**config.mk**
```make
export PLATFORM = sky130hd
export DESIGN_NAME = tile_board_generator
export DESIGN_NICKNAME = d
export VERILOG_FILES = /design/src/rtl/tile_board_generator.sv
export SDC_FILE = /design/constraint.sdc
export NUM_CORES = 1
export LEC_CHECK = 0
export BUFFER_PORTS_ARGS = -buffer_cell sky130_fd_sc_hd__buf_2
export CAP_MARGIN = 15
export CORE_MARGIN = 2
export CORE_UTILIZATION = 50
export CTS_CLUSTER_DIAMETER = 80
export DETAILED_ROUTE_END_ITERATION = 8
export PLACE_DENSITY = 0.8
export RECOVER_POWER = 100
export SLEW_MARGIN = 5
export SYNTH_ARGS = -nofsm -noshare
export SYNTH_HDL_FRONTEND = slang
export SYNTH_SLANG_ARGS = --single-unit
```
**constraint.sdc**
```tcl
create_clock -name clk -period 3.03 [get_ports clk]
set_clock_uncertainty 0.15 [all_clocks]
set_input_delay 0.1515 -clock clk [delete_from_list [all_inputs] [get_ports clk]]
set_output_delay 0.1515 -clock clk [all_outputs]
set_load 0.01 [all_outputs]
```
**src/rtl/tile_board_generator.sv**
```systemverilog
`default_nettype none
`timescale 1ns/1ps
// ============================================================================
// Module      : tile_board_generator
// Description : Builds a CELLS-wide Memory Matrix board with exactly
//               min(tile_count, CELLS) lit cells. Cell positions come from a
//               free-running, seedable, maximal-length Fibonacci LFSR. A
//               bounded retry counter forces a deterministic fallback
//               placement, so every request terminates.
// Ports       :
//   clk        in   system clock, rising edge
//   reset      in   asynchronous active-low reset
//   start      in   request a new board (sampled only while idle)
//   tile_count in   number of lit cells, sampled with start
//   seed_load  in   load seed_in into the LFSR this cycle
//   seed_in    in   new LFSR seed; zero selects the default seed
//   busy       out  high while cells are being placed
//   done       out  one-cycle pulse when the board is final
//   board      out  cell map, bit i set = cell i lit
// Revision    : 1.0  initial release
// ============================================================================
module tile_board_generator #(
    parameter int          CELLS       = 16,
    parameter int          LFSR_W      = 16,
    parameter logic [31:0] SEED        = 32'h0000_ACE1,
    parameter int          RETRY_LIMIT = 64,
    localparam int         CNT_W       = $clog2(CELLS + 1)
) (
    input  logic              clk,
    input  logic              reset,
    input  logic              start,
    input  logic [CNT_W-1:0]  tile_count,
    input  logic              seed_load,
    input  logic [LFSR_W-1:0] seed_in,
    output logic              busy,
    output logic              done,
    output logic [CELLS-1:0]  board
);

    localparam int                IDX_W        = $clog2(CELLS);
    localparam int                EXT_W        = 2 ** IDX_W;
    localparam logic [LFSR_W-1:0] c_seed       = SEED[LFSR_W-1:0];
    localparam logic [IDX_W:0]    c_cells_idx  = (IDX_W + 1)'(CELLS);
    localparam logic [CNT_W-1:0]  c_cells_cnt  = CNT_W'(CELLS);
    localparam logic [7:0]        c_retry_last = 8'(RETRY_LIMIT - 1);

    typedef enum logic [1:0] {
        S_IDLE = 2'd0,
        S_PICK = 2'd1,
        S_DONE = 2'd2
    } state_t;

    state_t             r_state;
    state_t             w_state_next;
    logic [LFSR_W-1:0]  r_lfsr;
    logic               w_fb;
    logic [CELLS-1:0]   r_board;
    logic [CELLS-1:0]   w_board_next;
    logic [CNT_W-1:0]   r_placed;
    logic [CNT_W-1:0]   w_placed_next;
    logic [CNT_W-1:0]   r_target;
    logic [CNT_W-1:0]   w_target_next;
    logic [7:0]         r_retries;
    logic [7:0]         w_retries_next;
    logic [IDX_W-1:0]   w_idx;
    logic [EXT_W-1:0]   w_board_ext;
    logic               w_idx_free;
    logic [CELLS-1:0]   w_idx_onehot;
    logic [CELLS-1:0]   w_low_clear;

    // ------------------------------------------------------------------
    // Feedback taps for the supported maximal-length widths
    // ------------------------------------------------------------------
    generate
        if (LFSR_W == 8) begin : g_fb8
            assign w_fb = r_lfsr[7] ^ r_lfsr[5] ^ r_lfsr[4] ^ r_lfsr[3];
        end else if (LFSR_W == 16) begin : g_fb16
            assign w_fb = r_lfsr[15] ^ r_lfsr[14] ^ r_lfsr[12] ^ r_lfsr[3];
        end else begin : g_fb32
            assign w_fb = r_lfsr[31] ^ r_lfsr[21] ^ r_lfsr[1] ^ r_lfsr[0];
        end
    endgenerate

    // The LFSR runs in every state; a seed load wins over the shift.
    // A zero seed would lock the register, so it maps to the default.
    always_ff @(posedge clk or negedge reset) begin
        if (!reset) begin
            r_lfsr <= c_seed;
        end else if (seed_load) begin
            r_lfsr <= (seed_in == '0) ? c_seed : seed_in;
        end else begin
            r_lfsr <= {r_lfsr[LFSR_W-2:0], w_fb};
        end
    end

    // Candidate cell from the pre-shift LFSR value. The board is widened
    // to a power of two so the lookup never indexes past its range; an
    // index beyond the real cells is rejected by the range compare.
    assign w_idx        = r_lfsr[IDX_W-1:0];
    assign w_board_ext  = EXT_W'(r_board);
    assign w_idx_free   = ({1'b0, w_idx} < c_cells_idx) && !w_board_ext[w_idx];
    assign w_idx_onehot = CELLS'(1) << w_idx;

    // Lowest clear bit as a one-hot: the +1 carry stops at the first zero.
    assign w_low_clear  = ~r_board & (r_board + CELLS'(1));

    always_comb begin
        w_state_next   = r_state;
        w_board_next   = r_board;
        w_placed_next  = r_placed;
        w_target_next  = r_target;
        w_retries_next = r_retries;
        case (r_state)
            S_IDLE: begin
                if (start) begin
                    w_board_next   = '0;
                    w_placed_next  = '0;
                    w_retries_next = '0;
                    w_target_next  = (tile_count > c_cells_cnt) ? c_cells_cnt : tile_count;
                    w_state_next   = S_PICK;
                end
            end
            S_PICK: begin
                if (r_placed == r_target) begin
                    w_state_next = S_DONE;
                end else if (w_idx_free) begin
                    w_board_next   = r_board | w_idx_onehot;
                    w_placed_next  = r_placed + CNT_W'(1);
                    w_retries_next = '0;
                end else if (r_retries == c_retry_last) begin
                    // placed < target <= CELLS, so a clear bit always exists
                    w_board_next   = r_board | w_low_clear;
                    w_placed_next  = r_placed + CNT_W'(1);
                    w_retries_next = '0;
                end else begin
                    w_retries_next = r_retries + 8'd1;
                end
            end
            S_DONE: begin
                w_state_next = S_IDLE;
            end
            default: begin
                w_state_next = S_IDLE;
            end
        endcase
    end

    always_ff @(posedge clk or negedge reset) begin
        if (!reset) begin
            r_state   <= S_IDLE;
            r_board   <= '0;
            r_placed  <= '0;
            r_target  <= '0;
            r_retries <= '0;
        end else begin
            r_state   <= w_state_next;
            r_board   <= w_board_next;
            r_placed  <= w_placed_next;
            r_target  <= w_target_next;
            r_retries <= w_retries_next;
        end
    end

    assign busy  = (r_state == S_PICK);
    assign done  = (r_state == S_DONE);
    assign board = r_board;

endmodule
`default_nettype wire

```
; Yosys cells after proc, flatten, opt, wreduce, memory -nomap -nowiden
; Index checks and enable logic that the tools add are counted.
[word_totals]
input_bits = 25
wordCells = 57
output_inout_bits = 18
register_bits = 52
[classes]
n_reduce_logical = 7
add_sub_neg = 3
bitwise = 7
n_eq_ne = 8
n_mux = 23
magnitude_cmp = 2
n_shift = 1
[ops]
columns = operator, n
row1 = $mux W16, 6
row2 = $mux W8, 4
row3 = $or A16 B16 Y16, 2
row4 = $pmux W16 S2, 1
row5 = $mux W5, 5
row6 = $add A16 B1 Y16 const B, 1
row7 = $and A16 B16 Y16, 1
row8 = $logic_not A16 Y1, 1
row9 = $not A16 Y16, 1
row10 = $pmux W8 S2, 1
row11 = $shl A1 B4 Y16 const A, 1
row12 = $pmux W5 S2, 1
row13 = $add A8 B1 Y8 const B, 1
row14 = $eq A8 B6 Y1 const B, 1
row15 = $add A5 B1 Y5 const B, 1
row16 = $eq A5 B5 Y1, 1
row17 = $gt A5 B5 Y1 const B, 1
row18 = $lt A4 B5 Y1 const B, 1
row19 = $bmux W1 S4, 1
row20 = $mux W2, 2
row21 = $ne A2 B2 Y1 const B, 2
row22 = $pmux W2 S2, 1
row23 = $reduce_and A2 Y1, 2
row24 = $reduce_and A4 Y1, 1
row25 = other kinds (9), 11

; Longest topological paths before layout
[logic_depth]
word_depth = 7
ltp_mapped = 8
ltp_nobuf = 6

; Least setup slack after synthesis
; Ideal clock, no wire load.
[synth_path]
path_type = register to register
from = register r_retries[0]
to = register r_placed[0]
period_less_slack_ns = 2.187
setup_slack_ns = 0.843
path_buffers = 1
required_ns = 2.815
stages_incl_launch_ff = 8
arrival_time_ns = 1.972
setup_ns = 0.065
cell_sequence = dfrtp_1 ha_1 and3_1 clkbuf_1 a21o_1 or4_4 nand3_4 mux2_2
[synth_between]
elab_chain_cells = 3
[synth_lines]
columns = item, line_no
row1 = "start, declared", 63  ; logic [7:0] r_retries;
row2 = "start signal, assigned", 160  ; r_retries <= w_retries_next;
row3 = $eq A8 B6 Y1, 130  ; end else if (r_retries == c_retry_last) begin
row4 = $ne A3 B2 Y1 (no line), -
row5 = $reduce_and A4 Y1 (no line), -
row6 = "end signal, assigned", 158  ; r_placed <= w_placed_next;
row7 = "end, declared", 59  ; logic [CNT_W-1:0] r_placed;
; No other way between the ends.
; A chain may end at the register's enable or synchronous reset.

; Worst setup path after layout
[layout_path]
from = register r_lfsr[0]
to = register r_placed[0]
[layout_between]
elab_chain_cells = 5
elab_cells_between_ends = 7
cone_classes = eq/ne (1) / mux (5) / reduce/logical (1)
[layout_lines]
columns = item, line_no
row1 = "start, declared", 55  ; logic [LFSR_W-1:0] r_lfsr;
row2 = "start signal, assigned", 88  ; r_lfsr <= c_seed;
row3 = "start signal, assigned", 90  ; r_lfsr <= (seed_in == '0) ? c_seed : seed_in;
row4 = "start signal, assigned", 92  ; r_lfsr <= {r_lfsr[LFSR_W-2:0], w_fb};
row5 = $bmux W1 S4 *, 101  ; assign w_idx_free = ({1'b0, w_idx} < c_cells_idx) && !w_board_ext[w_idx];
row6 = $mux W1 (implied by the code) *, 101
row7 = $mux W5, 126  ; end else if (w_idx_free) begin
row8 = $mux W5, 124  ; if (r_placed == r_target) begin
row9 = $pmux W5 S2, 113  ; case (r_state)
; Mark *: on every way between the ends. The rest lies on a longest branch, timed or not. The select of a mux whose other input is x is not followed.

==> impl_metrics.csv <==
group,metric,value,unit
status,outcome,"finished clean",
routing,via_per_inst,6.057,
floorplanning,fp.dieArea,6446,um2
sta,fmax,368.6,MHz
cells_and_area,fill_cells,473,
clock_network,clkLatencyLatePin,0.31,ns
cells_and_area,drive_gt1_frac,0.1834,
job,drv_cap,0,
place,place_ws,0.4967,ns
floorplanning,io_pins,43,
sta,setup_viol,0,
worst_setup_path,required,3.13,ns
yosys,ys.flop_type,"dfrtp_1",
grt,grt_pass1_wl,11.87,mm
clock_network,cts_root_buffer,"clkbuf_8",
worst_setup_path,worst-endpoint-arrival,2.82,ns
power_and_ir_drop,power_density,789.8,nW/um2
worst_setup_path,worst-r2r-cell-count,6,
sta,hold_violations,0,
worst_setup_path,end_kind,"register",
sta,finalSetupTns,0,ns
cells_and_area,nets,375,
grt,grt_usage,0.2382,
sta,slew_headroom,0.3846,
worst_setup_path,r2r-end,"r_placed[0]$_DFFE_PN0P_",
grt,grt_max_degree,51,
yosys,syn_inst,279,
sta,drv_slew,0,
yosys,synth.distinct_cells,62,
worst_setup_path,cpMaxStageDelayCell,"dfstp_1",
worst_setup_path,cpPeakStageDelay,0.77,ns
place,place_hpwl,4.697,mm
worst_setup_path,worstPathMaxFanout,16,
clock_network,h-tree-depth,2,
yosys,synth_edf_count,0,
yosys,async_flop_share,1.000,
place,place_congestion,0.9655,
hold_path,min_from,"seed_load",
routing,antenna_left,0,
yosys,syn_nets,306,
yosys,synth-seq-cells,52,
place,portBuffers,42,
sta,rsz0062_at_grt,"no",
clock_network,numCtsBuffers,5,
worst_setup_path,path_class,"reg -> reg",
grt,grt_pass1_vias,2467,
sta,hold_ws,0.1084,ns
routing,wl,7.075,mm
yosys,ys_seq_area_frac,0.4506,
yosys,avgSynthCellArea,10.43,um2
routing,drt_iter0_drc,207,
power_and_ir_drop,peakVddDrop,469.9,uV
yosys,ys_top_cells_by_area,"dfrtp_1 38%, dfstp_2 7.2%, mux2_2 3.9%, nand2_1 3.4%, a221oi_2 3.1%",
sta,worst_slack,0.3170,ns
yosys,netlist_area,2910,um2
clock_network,path_clk_slew,0.10,ns
yosys,synth_top_area_frac,0.3783,
floorplanning,die_h,80.29,um
sta,min_period,2.713,ns
sta,post-route-period-util,0.8954,
clock_network,post_cts_buffers,0,
routing,wire_per_inst,16.81,um
cells_and_area,antenna_cells,0,
power_and_ir_drop,total_leakage_power,1.443,nW
clock_network,cts_tree,"done",
worst_setup_path,r2r_start,"r_lfsr[0]$_DFF_PN1_",
yosys,synth_top_area_cell,"dfrtp_1",
routing,drc,0,
worst_setup_path,path_cells,"mux4_2 -> o2bb2ai_2 -> o32ai_4 -> buf_4 -> a211oi_2 -> mux2_2",
hold_path,hp-class,"in -> reg",
routing,route.vias.total,2550,
grt,antenna_found_initial,0,
routing,first_pass_iters,5,
yosys,yosys_warnings,0,
floorplanning,coreArea,5574,um2
cells_and_area,syn2layout_area_growth,18.27,%
clock_network,cts_num_sinks,52,
floorplanning,start_util,0.5221,
worst_setup_path,startpoint_type,"register",
hold_path,hold_depth,3,
grt,gr-total-overflow,0,
hold_path,holdPathEnd,"r_lfsr[4]$_DFF_PN0_",
floorplanning,die_w,80.29,um
worst_setup_path,r2r_slack,0.32,ns
floorplanning,rows,27,
sta,tightest_slew,0.9231,ns
clock_network,clock_tree.buffer_depth,2,
## sequential cells by signal (all words and copies together), names as in the netlist
signal	count
board	16
r_lfsr	16
r_retries	8
r_placed	5
r_target	5
r_state	2
## how the worst max path moves through the flow
stage               slack (ns)                 endpoint  cells past startpoint                     start
finish                    0.32  r_placed[0]$_DFFE_PN0P_                      6       r_lfsr[0]$_DFF_PN1_
global route              0.16  r_placed[0]$_DFFE_PN0P_                      6       r_lfsr[0]$_DFF_PN1_
CTS                       0.45  r_placed[0]$_DFFE_PN0P_                      6       r_lfsr[1]$_DFF_PN0_
detailed placement        0.50  r_placed[0]$_DFFE_PN0P_                      6       r_lfsr[1]$_DFF_PN0_
global placement          0.55  r_placed[0]$_DFFE_PN0P_                      6       r_lfsr[1]$_DFF_PN0_
floorplan                 0.84  r_placed[0]$_DFFE_PN0P_                      7  r_retries[0]$_DFFE_PN0P_
## cell usage in the layout (no fill, tap or decap), drive strengths merged, types with 5 or more instances in the layout
| master | count |
|---|---|
| dfrtp | 44 |
| clkbuf | 31 |
| nand2 | 26 |
| dlygate4sd3 | 25 |
| buf | 23 |
| inv | 19 |
| nor2 | 12 |
| a31oi | 12 |
| nand3 | 12 |
| mux2 | 10 |
| nand4 | 10 |
| a221oi | 10 |
| o22a | 8 |
| dfstp | 8 |
| mux2i | 7 |
| o21ai | 7 |
| xor2 | 6 |
| a21oi | 6 |
| nor4 | 5 |
| nor3 | 5 |
## Yosys cell counts (7+ instances only)
master and count:
mux2i_1 7, nand3_1 11, dfstp_2 8, nand2_1 26, nor2_1 12, a31oi_1 12, mux2_2 10, o22a_1 8
dfrtp_1 44, nand4_1 9, inv_1 17
## worst max-delay path: cells and delay by family, from the launching register on
family,cells,cell delay (ns)
AOI/OAI and AO/OA,3,0.71
buffers and inverters,1,0.22
muxes,2,0.78
DFF,1,0.77
## routing by layer
layer	wire [um]	vias up	global-route usage	share of wire
met4	65	0	0.06102	0.0092
met1	3221	1251	0.3402	0.46
met2	3424	99	0.3775	0.48
met5	0	-	0	0
met3	364	7	0.04045	0.051
li1	-	1193	-	-
## repair_timing
item                                   CTS  global route
endpoints found under the hold margin   65             0
resized for setup                        0             0
hold buffers                            25             0
## layout make-up
class | count | area, um2 | area share
Multi-Input combinational cell | 196 | 1400 | 0.4068
Sequential cell | 52 | 1311 | 0.3810
Timing Repair Buffer | 74 | 475.5 | 0.1381
Tap cell | 72 | 90.09 | 0.02617
Inverter | 19 | 73.82 | 0.02145
Clock buffer | 5 | 68.82 | 0.01999
Clock inverter | 3 | 22.52 | 0.006543
## stage by stage
step / instance area (um2) / instances / util / power, mW
after floorplan: 2910 / 279 / - / 2.010
after global placement: 3182 / 387 / 0.5708 / 2.322
after detailed placement: 3182 / 387 / 0.5708 / 2.358
after CTS: 3523 / 420 / 0.6321 / 2.796
after global routing: 3442 / 421 / 0.6175 / 2.918
final: 3442 / 421 / 0.6175 / 2.718
## where the power goes
group	total, mW	leakage [nW]	internal, mW	switching, mW
combinational	1.25	0.734	0.493	0.761
sequential	1.05	0.660	0.857	0.192
clock	0.415	0.0485	0.166	0.249
total	2.72	1.44	1.52	1.20
## cells by family (layout without fill, tap and decap cells)
group	count (synthesis)	count (layout)	share of synthesized area
compound gates	73	73	0.2115
flops	52	52	0.4506
xor+xnor	8	8	0.02408
mux	18	18	0.07051
fa+ha+maj	2	2	0.008597
buf+inv	31	101	0.05073
simple gates	95	95	0.1840
No activity file was read; power rests on OpenSTA's default activity.
